$ cat src/rtl/temp_pkg.sv
`default_nettype none
// ============================================================================
//  Module   : temp_pkg
//  Purpose  : Shared types, default thresholds and the sample classifier
//             used by the temperature persistence front-end.
//  Contents : temp_t            - signed 11-bit scaled temperature
//             clase_t           - sample class (normal / cold / hot / invalid)
//             TEMP_*            - default threshold constants
//             clasificar_umbral - classifier with explicit thresholds
//             clasificar        - classifier using the default thresholds
//  Revision : 1.0 - initial release
// ============================================================================
package temp_pkg;

    typedef logic signed [10:0] temp_t;

    typedef enum logic [1:0] {
        C_NORMAL   = 2'd0,
        C_FRIO     = 2'd1,
        C_CALOR    = 2'd2,
        C_INVALIDA = 2'd3
    } clase_t;

    localparam int TEMP_BAJO = 180;
    localparam int TEMP_ALTO = 259;
    localparam int TEMP_MIN  = -400;
    localparam int TEMP_MAX  = 1250;

    // Plausibility is tested first so an out-of-range reading is never
    // mistaken for a cold or hot sample. The sample is widened to int with
    // sign extension so every comparison is signed.
    function automatic clase_t clasificar_umbral(
        input temp_t t,
        input int    bajo,
        input int    alto,
        input int    tmin,
        input int    tmax
    );
        int v;
        v = int'(t);
        if (v < tmin || v > tmax) return C_INVALIDA;
        if (v < bajo)             return C_FRIO;
        if (v > alto)             return C_CALOR;
        return C_NORMAL;
    endfunction

    function automatic clase_t clasificar(input temp_t t);
        return clasificar_umbral(t, TEMP_BAJO, TEMP_ALTO, TEMP_MIN, TEMP_MAX);
    endfunction

endpackage
`default_nettype wire

$ cat src/rtl/persistencia_temp_if.sv
`default_nettype none
// ============================================================================
//  Module   : persistencia_temp_if
//  Purpose  : Sample-in / status-out bundle of the persistence front-end.
//  Modports : master - sample source (drives temp_in, temp_valid, clr_err)
//             slave  - persistencia_temp (drives registered sample and flags)
//  Params   : N_PERSIST - must match the block's N_PERSIST (sets counter width)
//  Revision : 1.0 - initial release
// ============================================================================
interface persistencia_temp_if
    import temp_pkg::*;
#(
    parameter int N_PERSIST = 8
) ();

    localparam int CNT_W = $clog2(N_PERSIST + 1);

    temp_t             temp_in;
    logic              temp_valid;
    logic              clr_err;
    temp_t             temp_registrado;
    logic              per_bajo;
    logic              per_alto;
    logic              falla_sensor;
    logic              err_sensor;
    logic [CNT_W-1:0]  cnt_bajo;
    logic [CNT_W-1:0]  cnt_alto;

    modport master (
        output temp_in, temp_valid, clr_err,
        input  temp_registrado, per_bajo, per_alto, falla_sensor, err_sensor,
               cnt_bajo, cnt_alto
    );

    modport slave (
        input  temp_in, temp_valid, clr_err,
        output temp_registrado, per_bajo, per_alto, falla_sensor, err_sensor,
               cnt_bajo, cnt_alto
    );

endinterface
`default_nettype wire

$ cat src/rtl/persistencia_temp_contador.sv
`default_nettype none
// ============================================================================
//  Module   : contador_persist
//  Purpose  : Saturating run-length counter for consecutive qualifying
//             samples. clr has priority over inc.
//  Ports    : clk, arst_n (async, active-low)
//             inc   - count one more qualifying sample (saturates at N)
//             clr   - restart the run at 0
//             cnt   - current run length
//             lleno - run length has reached N
//  Revision : 1.0 - initial release
// ============================================================================
module contador_persist #(
    parameter int N = 8
) (
    input  wire logic                     clk,
    input  wire logic                     arst_n,
    input  wire logic                     inc,
    input  wire logic                     clr,
    output logic [$clog2(N+1)-1:0]        cnt,
    output logic                          lleno
);

    localparam int             W     = $clog2(N + 1);
    localparam logic [W-1:0]   C_MAX = W'(N);

    logic [W-1:0] r_cnt;

    always_ff @(posedge clk or negedge arst_n) begin
        if (!arst_n) begin
            r_cnt <= '0;
        end else if (clr) begin
            r_cnt <= '0;
        end else if (inc && (r_cnt != C_MAX)) begin
            r_cnt <= r_cnt + W'(1);
        end
    end

    assign cnt   = r_cnt;
    assign lleno = (r_cnt == C_MAX);

endmodule
`default_nettype wire

$ cat src/rtl/persistencia_temp.sv
`default_nettype none
// ============================================================================
//  Module   : persistencia_temp
//  Purpose  : Accepts temperature samples, keeps the last valid one, counts
//             consecutive cold/hot samples to raise per_bajo / per_alto, and
//             screens implausible readings into err_sensor / falla_sensor.
//  Ports    : clk, arst_n (async, active-low)
//             bus (slave):  temp_in, temp_valid, clr_err            -> in
//                           temp_registrado, per_bajo, per_alto,
//                           falla_sensor, err_sensor,
//                           cnt_bajo, cnt_alto                      -> out
//  Revision : 1.0 - initial release
// ============================================================================
module persistencia_temp #(
    parameter int TEMP_BAJO  = temp_pkg::TEMP_BAJO,
    parameter int TEMP_ALTO  = temp_pkg::TEMP_ALTO,
    parameter int TEMP_MIN   = temp_pkg::TEMP_MIN,
    parameter int TEMP_MAX   = temp_pkg::TEMP_MAX,
    parameter int N_PERSIST  = 8,
    parameter int ERR_MAX    = 4,
    parameter int TEMP_RESET = 220
) (
    input  wire logic          clk,
    input  wire logic          arst_n,
    persistencia_temp_if.slave bus
);

    import temp_pkg::*;

    localparam int                CW        = $clog2(N_PERSIST + 1);
    localparam int                EW        = $clog2(ERR_MAX + 1);
    localparam logic [CW-1:0]     C_N_M1    = CW'(N_PERSIST - 1);
    localparam logic [EW-1:0]     C_ERR_MAX = EW'(ERR_MAX);
    localparam logic [EW-1:0]     C_ERR_M1  = EW'(ERR_MAX - 1);

    clase_t          w_clase;
    logic            w_valida;
    logic            w_invalida;
    logic            w_falla_nueva;
    logic            w_inc_bajo, w_clr_bajo;
    logic            w_inc_alto, w_clr_alto;
    logic [CW-1:0]   w_cnt_bajo, w_cnt_alto;
    logic            w_lleno_bajo, w_lleno_alto;
    logic            w_per_bajo_next, w_per_alto_next;

    temp_t           r_temp;
    logic [EW-1:0]   r_err_cnt;
    logic            r_falla;
    logic            r_err;
    logic            r_per_bajo;
    logic            r_per_alto;

    // ------------------------------------------------------------------
    // Classification and counter control
    // ------------------------------------------------------------------
    always_comb begin
        w_clase    = clasificar_umbral(bus.temp_in, TEMP_BAJO, TEMP_ALTO,
                                       TEMP_MIN, TEMP_MAX);
        w_valida   = bus.temp_valid && (w_clase != C_INVALIDA);
        w_invalida = bus.temp_valid && (w_clase == C_INVALIDA);
        // The error run reaches (or is already at) ERR_MAX on this edge.
        // Re-firing once saturated is harmless: the counters are already 0.
        w_falla_nueva = w_invalida && (r_err_cnt >= C_ERR_M1);
    end

    // An invalid sample below the failure limit leaves both runs untouched,
    // which is what lets a short glitch sit inside a run without breaking it.
    assign w_inc_bajo = w_valida && (w_clase == C_FRIO);
    assign w_clr_bajo = (w_valida && (w_clase != C_FRIO)) || w_falla_nueva;
    assign w_inc_alto = w_valida && (w_clase == C_CALOR);
    assign w_clr_alto = (w_valida && (w_clase != C_CALOR)) || w_falla_nueva;

    contador_persist #(.N(N_PERSIST)) u_cnt_bajo (
        .clk    (clk),
        .arst_n (arst_n),
        .inc    (w_inc_bajo),
        .clr    (w_clr_bajo),
        .cnt    (w_cnt_bajo),
        .lleno  (w_lleno_bajo)
    );

    contador_persist #(.N(N_PERSIST)) u_cnt_alto (
        .clk    (clk),
        .arst_n (arst_n),
        .inc    (w_inc_alto),
        .clr    (w_clr_alto),
        .cnt    (w_cnt_alto),
        .lleno  (w_lleno_alto)
    );

    // Flags track "counter will equal N after this edge", reconstructed from
    // the counter's controls so the flag register lines up with the count.
    always_comb begin
        w_per_bajo_next = w_lleno_bajo;
        w_per_alto_next = w_lleno_alto;
        if (w_clr_bajo) begin
            w_per_bajo_next = 1'b0;
        end else if (w_inc_bajo) begin
            w_per_bajo_next = w_lleno_bajo || (w_cnt_bajo == C_N_M1);
        end
        if (w_clr_alto) begin
            w_per_alto_next = 1'b0;
        end else if (w_inc_alto) begin
            w_per_alto_next = w_lleno_alto || (w_cnt_alto == C_N_M1);
        end
    end

    // ------------------------------------------------------------------
    // Sample register, error logic and flag registers
    // ------------------------------------------------------------------
    always_ff @(posedge clk or negedge arst_n) begin
        if (!arst_n) begin
            r_temp     <= temp_t'(TEMP_RESET);
            r_err_cnt  <= '0;
            r_falla    <= 1'b0;
            r_err      <= 1'b0;
            r_per_bajo <= 1'b0;
            r_per_alto <= 1'b0;
        end else begin
            r_per_bajo <= w_per_bajo_next;
            r_per_alto <= w_per_alto_next;

            if (w_valida) begin
                r_temp    <= bus.temp_in;
                r_err_cnt <= '0;
                r_falla   <= 1'b0;
            end else if (w_invalida) begin
                if (r_err_cnt != C_ERR_MAX) begin
                    r_err_cnt <= r_err_cnt + EW'(1);
                end
                if (w_falla_nueva) begin
                    r_falla <= 1'b1;
                end
            end

            // Setting takes precedence over a simultaneous clear.
            if (w_invalida) begin
                r_err <= 1'b1;
            end else if (bus.clr_err) begin
                r_err <= 1'b0;
            end
        end
    end

    assign bus.temp_registrado = r_temp;
    assign bus.per_bajo        = r_per_bajo;
    assign bus.per_alto        = r_per_alto;
    assign bus.falla_sensor    = r_falla;
    assign bus.err_sensor      = r_err;
    assign bus.cnt_bajo        = w_cnt_bajo;
    assign bus.cnt_alto        = w_cnt_alto;

endmodule
`default_nettype wire

$ cat src/flat_wrapper.sv
// flat-port wrapper written by rule: the top's interface ports become plain ports
module persistencia_temp_flat import temp_pkg::*;
#(
    parameter int TEMP_BAJO  = temp_pkg::TEMP_BAJO,
    parameter int TEMP_ALTO  = temp_pkg::TEMP_ALTO,
    parameter int TEMP_MIN   = temp_pkg::TEMP_MIN,
    parameter int TEMP_MAX   = temp_pkg::TEMP_MAX,
    parameter int N_PERSIST  = 8,
    parameter int ERR_MAX    = 4,
    parameter int TEMP_RESET = 220
)
  (clk, arst_n, bus_temp_in, bus_temp_valid, bus_clr_err, bus_temp_registrado, bus_per_bajo, bus_per_alto, bus_falla_sensor, bus_err_sensor, bus_cnt_bajo, bus_cnt_alto);
  persistencia_temp_if #(.N_PERSIST(N_PERSIST)) bus_i ();
  input  wire logic clk;
  input  wire logic arst_n;
  input wire logic [$bits(bus_i.temp_in)-1:0] bus_temp_in;
  input wire logic [$bits(bus_i.temp_valid)-1:0] bus_temp_valid;
  input wire logic [$bits(bus_i.clr_err)-1:0] bus_clr_err;
  output wire logic [$bits(bus_i.temp_registrado)-1:0] bus_temp_registrado;
  output wire logic [$bits(bus_i.per_bajo)-1:0] bus_per_bajo;
  output wire logic [$bits(bus_i.per_alto)-1:0] bus_per_alto;
  output wire logic [$bits(bus_i.falla_sensor)-1:0] bus_falla_sensor;
  output wire logic [$bits(bus_i.err_sensor)-1:0] bus_err_sensor;
  output wire logic [$bits(bus_i.cnt_bajo)-1:0] bus_cnt_bajo;
  output wire logic [$bits(bus_i.cnt_alto)-1:0] bus_cnt_alto;
  assign bus_i.temp_in = bus_temp_in;
  assign bus_i.temp_valid = bus_temp_valid;
  assign bus_i.clr_err = bus_clr_err;
  assign bus_temp_registrado = bus_i.temp_registrado;
  assign bus_per_bajo = bus_i.per_bajo;
  assign bus_per_alto = bus_i.per_alto;
  assign bus_falla_sensor = bus_i.falla_sensor;
  assign bus_err_sensor = bus_i.err_sensor;
  assign bus_cnt_bajo = bus_i.cnt_bajo;
  assign bus_cnt_alto = bus_i.cnt_alto;
  persistencia_temp #(.TEMP_BAJO(TEMP_BAJO), .TEMP_ALTO(TEMP_ALTO), .TEMP_MIN(TEMP_MIN), .TEMP_MAX(TEMP_MAX), .N_PERSIST(N_PERSIST), .ERR_MAX(ERR_MAX), .TEMP_RESET(TEMP_RESET)) u_core (.clk(clk), .arst_n(arst_n), .bus(bus_i));
endmodule
$ cat config.mk
export PLATFORM = sky130hd
export DESIGN_NAME = persistencia_temp_flat
export DESIGN_NICKNAME = d
export VERILOG_FILES = /design/src/rtl/temp_pkg.sv /design/src/rtl/persistencia_temp_if.sv /design/src/rtl/persistencia_temp_contador.sv /design/src/rtl/persistencia_temp.sv /design/src/flat_wrapper.sv
export SDC_FILE = /design/constraint.sdc
export NUM_CORES = 1
export LEC_CHECK = 0
export BUFFER_PORTS_ARGS = -buffer_cell sky130_fd_sc_hd__buf_2
export CAP_MARGIN = 0
export CORE_MARGIN = 2
export CORE_UTILIZATION = 55
export DETAILED_ROUTE_END_ITERATION = 6
export PLACE_DENSITY_LB_ADDON = 0.15
export SYNTH_ARGS = -nofsm -noshare
export SYNTH_HDL_FRONTEND = slang
export SYNTH_HIERARCHICAL = 1
export SYNTH_SLANG_ARGS = --single-unit
$ cat constraint.sdc
create_clock -name clk -period 2.7 [get_ports clk]
set_input_delay 0.405 -clock clk [delete_from_list [all_inputs] [get_ports clk]]
set_output_delay 0.405 -clock clk [all_outputs]
set_load 0.01 [all_outputs]
==> results_dict.tcl, run 1 <==
set metrics [dict create \
    status "finished clean" \
    grt_max_degree 27 \
    rrSetupSlack_ps 670 \
    timing.final.crit_share 0.751 \
    regArea_um2 657 \
    r2r-end "u_core/u_cnt_alto/cnt[1]$_DFFE_PN0P_" \
    detail_route.wl_per_cell_um 13.7 \
    grt_setup_unrepaired "false" \
    crit_arrival_ps 2270 \
    die_h_um 54.5 \
    die-area_mm2 0.00297 \
    worst_pin_slew_ps 556 \
    cap_violations 0 \
    rows 18 \
    drc 0 \
    synth_edf_count 0 \
    ys.flop_type "dfrtp_1" \
    post_cts_buffers 0 \
    cts_buffers 3 \
    p_leak_nw 0.837 \
    yosysMostFrequentCell "dfrtp_1" \
    cts_tree "yes" \
    diodes 0 \
    critPathKind "reg2reg" \
    yosysSeqAreaShare 0.469 \
    synthesis.area_mm2 0.00140 \
    cts_max_level 1 \
    slew_headroom 0.625 \
    fillers 196 \
    syn-mean-instance-area_um2 10.9 \
    finClkSkew_ps 4.96 \
    grt_first_pass_wirelength_um 4350 \
    setup-violations-final 0 \
    hold_violations 0 \
    cp-end-kind "flop" \
    multi_input_area_um2 688 \
    cp_slowest_stage_delay_ps 440 \
    vias 1112 \
    antenna_found_initial 0 \
    cp-start-kind "flop" \
    cp_cell_sequence "ha_1 > ha_1 > a211o_1 > o2111ai_1 > o21ai_0 > nand2b_1 > mux2i_1" \
    ys_types 34 \
    drtPass1Iterations 5 \
    fin_setup_tns_ps 0 \
    layout.nets 193 \
    pwr-share-seq 0.491 \
    synthCells 129 \
    vias_per_cell 5.56 \
    hold_path_class "in2async" \
    grt-ovfl-total 0 \
    placedCellCount 196 \
    power.density_mw_per_mm2 621 \
    yosysTopAreaCellShare 0.375 \
    cp_max_fo 6 \
    cts_sinks 26 \
    crit_top_cell "ha_1" \
    rr_startpoint "u_core/r_err_cnt[0]$_DFFE_PN0P_" \
    ant_nets 0 \
    first_global_vias 1026 \
    synth_common_cells "dfrtp_1, nand2_1, inv_1, nor2_1" \
    numPortBuffers 37 \
    clk_latency_ps 310 \
    fp.dieW_um 54.5 \
    synth.area.top_cells "dfrtp_1, dfstp_2, ha_1" \
    pwr-share-comb 0.258 \
    io_pins 38 \
    synth_area_leader_cell "dfrtp_1" \
    root_buffer "clkbuf_4" \
    grt.total_usage 0.201 \
    finalCriticalPeriod_ps 2030 \
    area_growth_pct 19.1 \
    swShare 0.294 \
    ctsResizeCount 0 \
    drtIter0Drc 12 \
    r2r_cells 7 \
    clockBufferDepth 2 \
    clk_pin_slew_ps 130 \
    coreArea_mm2 0.00245 \
    place.gp.congestion 0.800 \
    intPower_mw 0.732 \
    dp_hpwl_um 2170 \
    start_util 0.571 \
    wl_um 2730 \
    yosys_warnings 6 \
    critPathRequiredTime_ps 2950 \
    maxSlewViolCount 0 \
    fin_cells 200 \
    drive_gt1_frac 0.353 \
    ys_ff_latch 26 \
    pwr-share-clk 0.251 \
    switchingPower_mw 0.305 \
    synth_nets 151 \
    cpMaxStageDelayCell "dfrtp_1" \
    fmax_mhz 493 \
    ctsHoldBuffers 0 \
    ys_async_sr_fraction 1.00 \
    ir_worst_vdd_v 0.000423 \
]
worst max-delay path, delay by kind of cell (launching register included):
family                   cells  cell delay [ps]
AO/OA/AOI/OAI                3              790
AND/OR/NAND/NOR              1              240
flip-flops                   1              440
adder cells (fa/ha/maj)      2              400
multiplexers                 1              110
worst max path at each step:
stage               slack, ps                            start                                    to
global placement          720                  bus_temp_in[10]  u_core/u_cnt_bajo/cnt[0]$_DFFE_PN0P_
global route              530  u_core/r_err_cnt[0]$_DFFE_PN0P_  u_core/u_cnt_alto/cnt[1]$_DFFE_PN0P_
detailed placement        590                   bus_temp_in[9]  u_core/u_cnt_alto/cnt[0]$_DFFE_PN0P_
CTS                       670  u_core/r_err_cnt[0]$_DFFE_PN0P_  u_core/u_cnt_alto/cnt[1]$_DFFE_PN0P_
finish                    670  u_core/r_err_cnt[0]$_DFFE_PN0P_  u_core/u_cnt_alto/cnt[1]$_DFFE_PN0P_
floorplan                 910                   bus_temp_in[7]  u_core/u_cnt_alto/cnt[1]$_DFFE_PN0P_
cells by family after synthesis:
family,after synthesis,synth area share
DFF,26,0.469
and+or+nand+nor,44,0.160
xor gates and xnor gates,2,0.0125
AOI/OAI and AO/OA,24,0.132
muxes,14,0.124
buffers and inverters,12,0.0402
adders and majority gates,7,0.0625
layer usage:
metal | share of wire | global-route usage | vias to the layer above
li1 | - | - | 540
met1 | 0.46 | 0.267 | 529
met2 | 0.47 | 0.345 | 41
met3 | 0.060 | 0.0273 | 2
met4 | 0.0037 | 0.0500 | 0
met5 | 0 | 0 | -
through the flow:
step	hold WS (ps)	instance area (µm²)	util	setup WS, ps	power (mW)
after CTS	72.9	1670	0.680	674	1.05
after floorplan	109	1400	-	906	0.675
after global placement	427	1620	0.659	715	0.770
after global routing	104	1670	0.680	532	1.10
after detailed placement	439	1620	0.659	587	0.785
final	67.0	1670	0.680	673	1.04
flip-flops by register name, summed over array words and instances, names as in the netlist:
signal,cells
u_core/bus.temp_registrado,11
u_core/r_err_cnt,3
u_core/bus.per_alto,1
u_core/u_cnt_bajo/cnt,4
u_core/u_cnt_alto/cnt,4
u_core/bus.falla_sensor,1
u_core/bus.err_sensor,1
u_core/bus.per_bajo,1
placed cells by master, fill, tap and decap left out, drive strengths merged:
master   instances
a211o            1
a211oi           2
a21boi           1
a21oi            3
a22o             1
a311oi           1
a32o             1
and3             2
and4b            1
buf             38
bufinv           1
clkbuf           3
dfrtp           21
dfstp            5
ha               7
inv             11
mux2            12
mux2i            2
nand2           13
nand2b           5
nand3            1
nand3b           1
nand4            3
nor2            11
nor2b            1
nor3             2
nor4             1
o2111ai          1
o211ai           2
o21a             3
o21ai            6
o221ai           2
or3b             3
xor2             2
cell type report:
| class | instances | area share |
|---|---|---|
| clock buffers | 3 | 0.0135 |
| inverters | 11 | 0.0247 |
| well taps | 30 | 0.0225 |
| clock inverters | 1 | 0.0180 |
| flip-flops and latches | 26 | 0.394 |
| repair buffers | 38 | 0.115 |
| multi-input cells | 91 | 0.412 |
power by group through the flow:
stage                     logic (mW)  registers, mW  clock network, mW
final                          0.268          0.509              0.260
after global routing           0.298          0.519              0.284
after CTS                      0.271          0.509              0.271
after detailed placement       0.270          0.516                  0
after global placement         0.259          0.511                  0
after floorplan                0.144          0.531                  0
Note: power is estimated with default switching activity, not from simulation.
==> inputs of run 2 (changes only) <==
--- a/config.mk
+++ b/config.mk
@@ -8,7 +8,7 @@
 export BUFFER_PORTS_ARGS = -buffer_cell sky130_fd_sc_hd__buf_2
 export CAP_MARGIN = 0
 export CORE_MARGIN = 2
-export CORE_UTILIZATION = 55
+export CORE_UTILIZATION = 51
 export DETAILED_ROUTE_END_ITERATION = 6
 export PLACE_DENSITY_LB_ADDON = 0.15
 export SYNTH_ARGS = -nofsm -noshare
==> constraint.sdc (replaced) <==
create_clock -name clk -period 2.1 [get_ports clk]
set_input_delay 0.315 -clock clk [delete_from_list [all_inputs] [get_ports clk]]
set_output_delay 0.315 -clock clk [all_outputs]
set_load 0.01 [all_outputs]
==> results_dict.tcl, run 2 (same netlist as run 1, synthesis figures left out) <==
set metrics [dict create \
    worst_pin_slew_ps 579 \
    grt_first_pass_wirelength_um 5120 \
    cp-start-kind "flop" \
    largest_reg_flops 11 \
    cap_violations 0 \
    min_from "bus_clr_err" \
    rr_startpoint "u_core/r_err_cnt[0]$_DFFE_PN0P_" \
    fin_setup_tns_ps 0 \
    cts_buffers 3 \
    power.density_mw_per_mm2 746 \
    finalCriticalPeriod_ps 1870 \
    diodes 0 \
    die-area_mm2 0.00318 \
    critPathRequiredTime_ps 2360 \
    final_common_cell "buf_2" \
    first_global_vias 1143 \
    cp_slowest_stage_delay_ps 430 \
    die_h_um 56.4 \
    rows 19 \
    fmax_mhz 535 \
    grt_setup_unrepaired "false" \
    cts_sinks 26 \
    grt-ovfl-total 0 \
    drc 0 \
    crit_top_cell "ha_1" \
    cp_cell_sequence "ha_1 > ha_1 > a211o_1 > o2111ai_1 > o21ai_2 > nand2b_1 > mux2i_1" \
    coreArea_mm2 0.00269 \
    clk_latency_ps 320 \
    numPortBuffers 37 \
    crit_arrival_ps 2130 \
    timing.final.crit_share 0.890 \
    cp_max_fo 6 \
    fillers 246 \
    min_to "u_core/bus.err_sensor$_DFFE_PN0P_" \
    cp_num_cells 7 \
    critPathKind "reg2reg" \
    hold_depth 2 \
    setup-violations-final 0 \
    rrSetupSlack_ps 230 \
    drtIter0Drc 26 \
    maxSlewViolCount 0 \
    cts_tree "yes" \
    whs_ps 170 \
    slew_headroom 0.614 \
    r2r-end "u_core/u_cnt_alto/cnt[1]$_DFFE_PN0P_" \
    grt_max_degree 27 \
    finish.instance_area_mm2 0.00168 \
    detail_route.wl_per_cell_um 13.8 \
    startpoint "u_core/r_err_cnt[0]$_DFFE_PN0P_" \
    vias 1123 \
    status "finished clean" \
    cp_top_family "compound AO/OA/AOI/OAI gates" \
    cp-end-kind "flop" \
    finClkSkew_ps 6.83 \
    dp_hpwl_um 2150 \
    drtPass1Iterations 4 \
    grt.total_usage 0.205 \
    cp.buffers_inverters 0 \
    start_util 0.522 \
    hold_path_class "in2reg" \
    placed_area_mm2 0.00163 \
    antenna_found_initial 0 \
    vias_per_cell 5.53 \
    root_buffer "clkbuf_4" \
    hold_violations 0 \
    p_leak_nw 0.840 \
    layout.nets 195 \
    clk_pin_slew_ps 140 \
    area_growth_pct 19.7 \
    ir_worst_vdd_v 0.000503 \
    clockBufferDepth 2 \
    drive_gt1_frac 0.366 \
    cpMaxStageDelayCell "dfrtp_1" \
    io_pins 38 \
    fp.dieW_um 56.4 \
    most-common-layout-cells "buf_2, dfrtp_1, nand2_1, inv_1, nor2_1" \
    place.gp.congestion 0.752 \
    r2r_cells 7 \
    wl_um 2810 \
    ant_nets 0 \
    cts_max_level 1 \
]
run 2: cell types whose count changed in the layout (fill, tap and decap cells not counted), sizes merged:
cell	delta
buf	+1
bufinv	-1
clkbuf	+1
dlygate4sd3	+1
run 2: through the flow:
step / setup WS, ps / total power, mW / cells / utilization
after floorplan: 339 / 0.867 / 129 / -
after global placement: 171 / 0.992 / 198 / 0.605
after detailed placement: 54.3 / 1.01 / 198 / 0.605
after CTS: 20.5 / 1.26 / 203 / 0.622
after global routing: 66.2 / 1.34 / 203 / 0.625
final: 231 / 1.25 / 203 / 0.625
run 2: cell type report:
class                   count  area, µm²  share of cell area
multi-input cells          91        694               0.414
flip-flops and latches     26        657               0.391
repair buffers             40        210               0.125
inverters                  11       41.3              0.0246
well taps                  31       38.8              0.0231
clock buffers               4       36.3              0.0216
run 2: power breakdown:
part | switching [mW] | leakage [nW] | internal (mW) | total (mW)
logic | 0.180 | 0.492 | 0.171 | 0.350
clock network | 0.147 | 0.0210 | 0.106 | 0.253
registers | 0.0675 | 0.327 | 0.581 | 0.649
run 2: worst reg2reg max path, delay by kind of cell, from the launching register on:
family	cells	cell delay (ps)
compound gates	3	670
flops	1	430
fa+ha+maj	2	400
simple gates	1	190
mux	1	120
run 2: worst max path at each step:
stage,to
2_1_floorplan,u_core/u_cnt_alto/cnt[1]$_DFFE_PN0P_
3_3_place_gp,u_core/u_cnt_alto/cnt[1]$_DFFE_PN0P_
3_5_place_dp,u_core/u_cnt_alto/cnt[1]$_DFFE_PN0P_
4_1_cts,u_core/u_cnt_alto/cnt[1]$_DFFE_PN0P_
5_1_grt,u_core/u_cnt_alto/cnt[1]$_DFFE_PN0P_
6_report,u_core/u_cnt_alto/cnt[1]$_DFFE_PN0P_
run 2: what timing repair did:
action                                  in CTS  in global routing
gates resized for setup                      0                  3
hold endpoints to repair                    21                  0
buffers inserted                             0                  0
endpoints found under the setup margin       0                  2
hold buffers                                 1                  0
run 2: layer usage:
layer  wire, µm  vias to the layer above  part of all wire  track usage
li1           -                      542                 -            -
met1       1310                      539              0.47        0.264
met2       1320                       38              0.47        0.336
met3        135                        4             0.048       0.0300
met4         42                        0             0.015       0.0986
met5          0                        -                 0            0
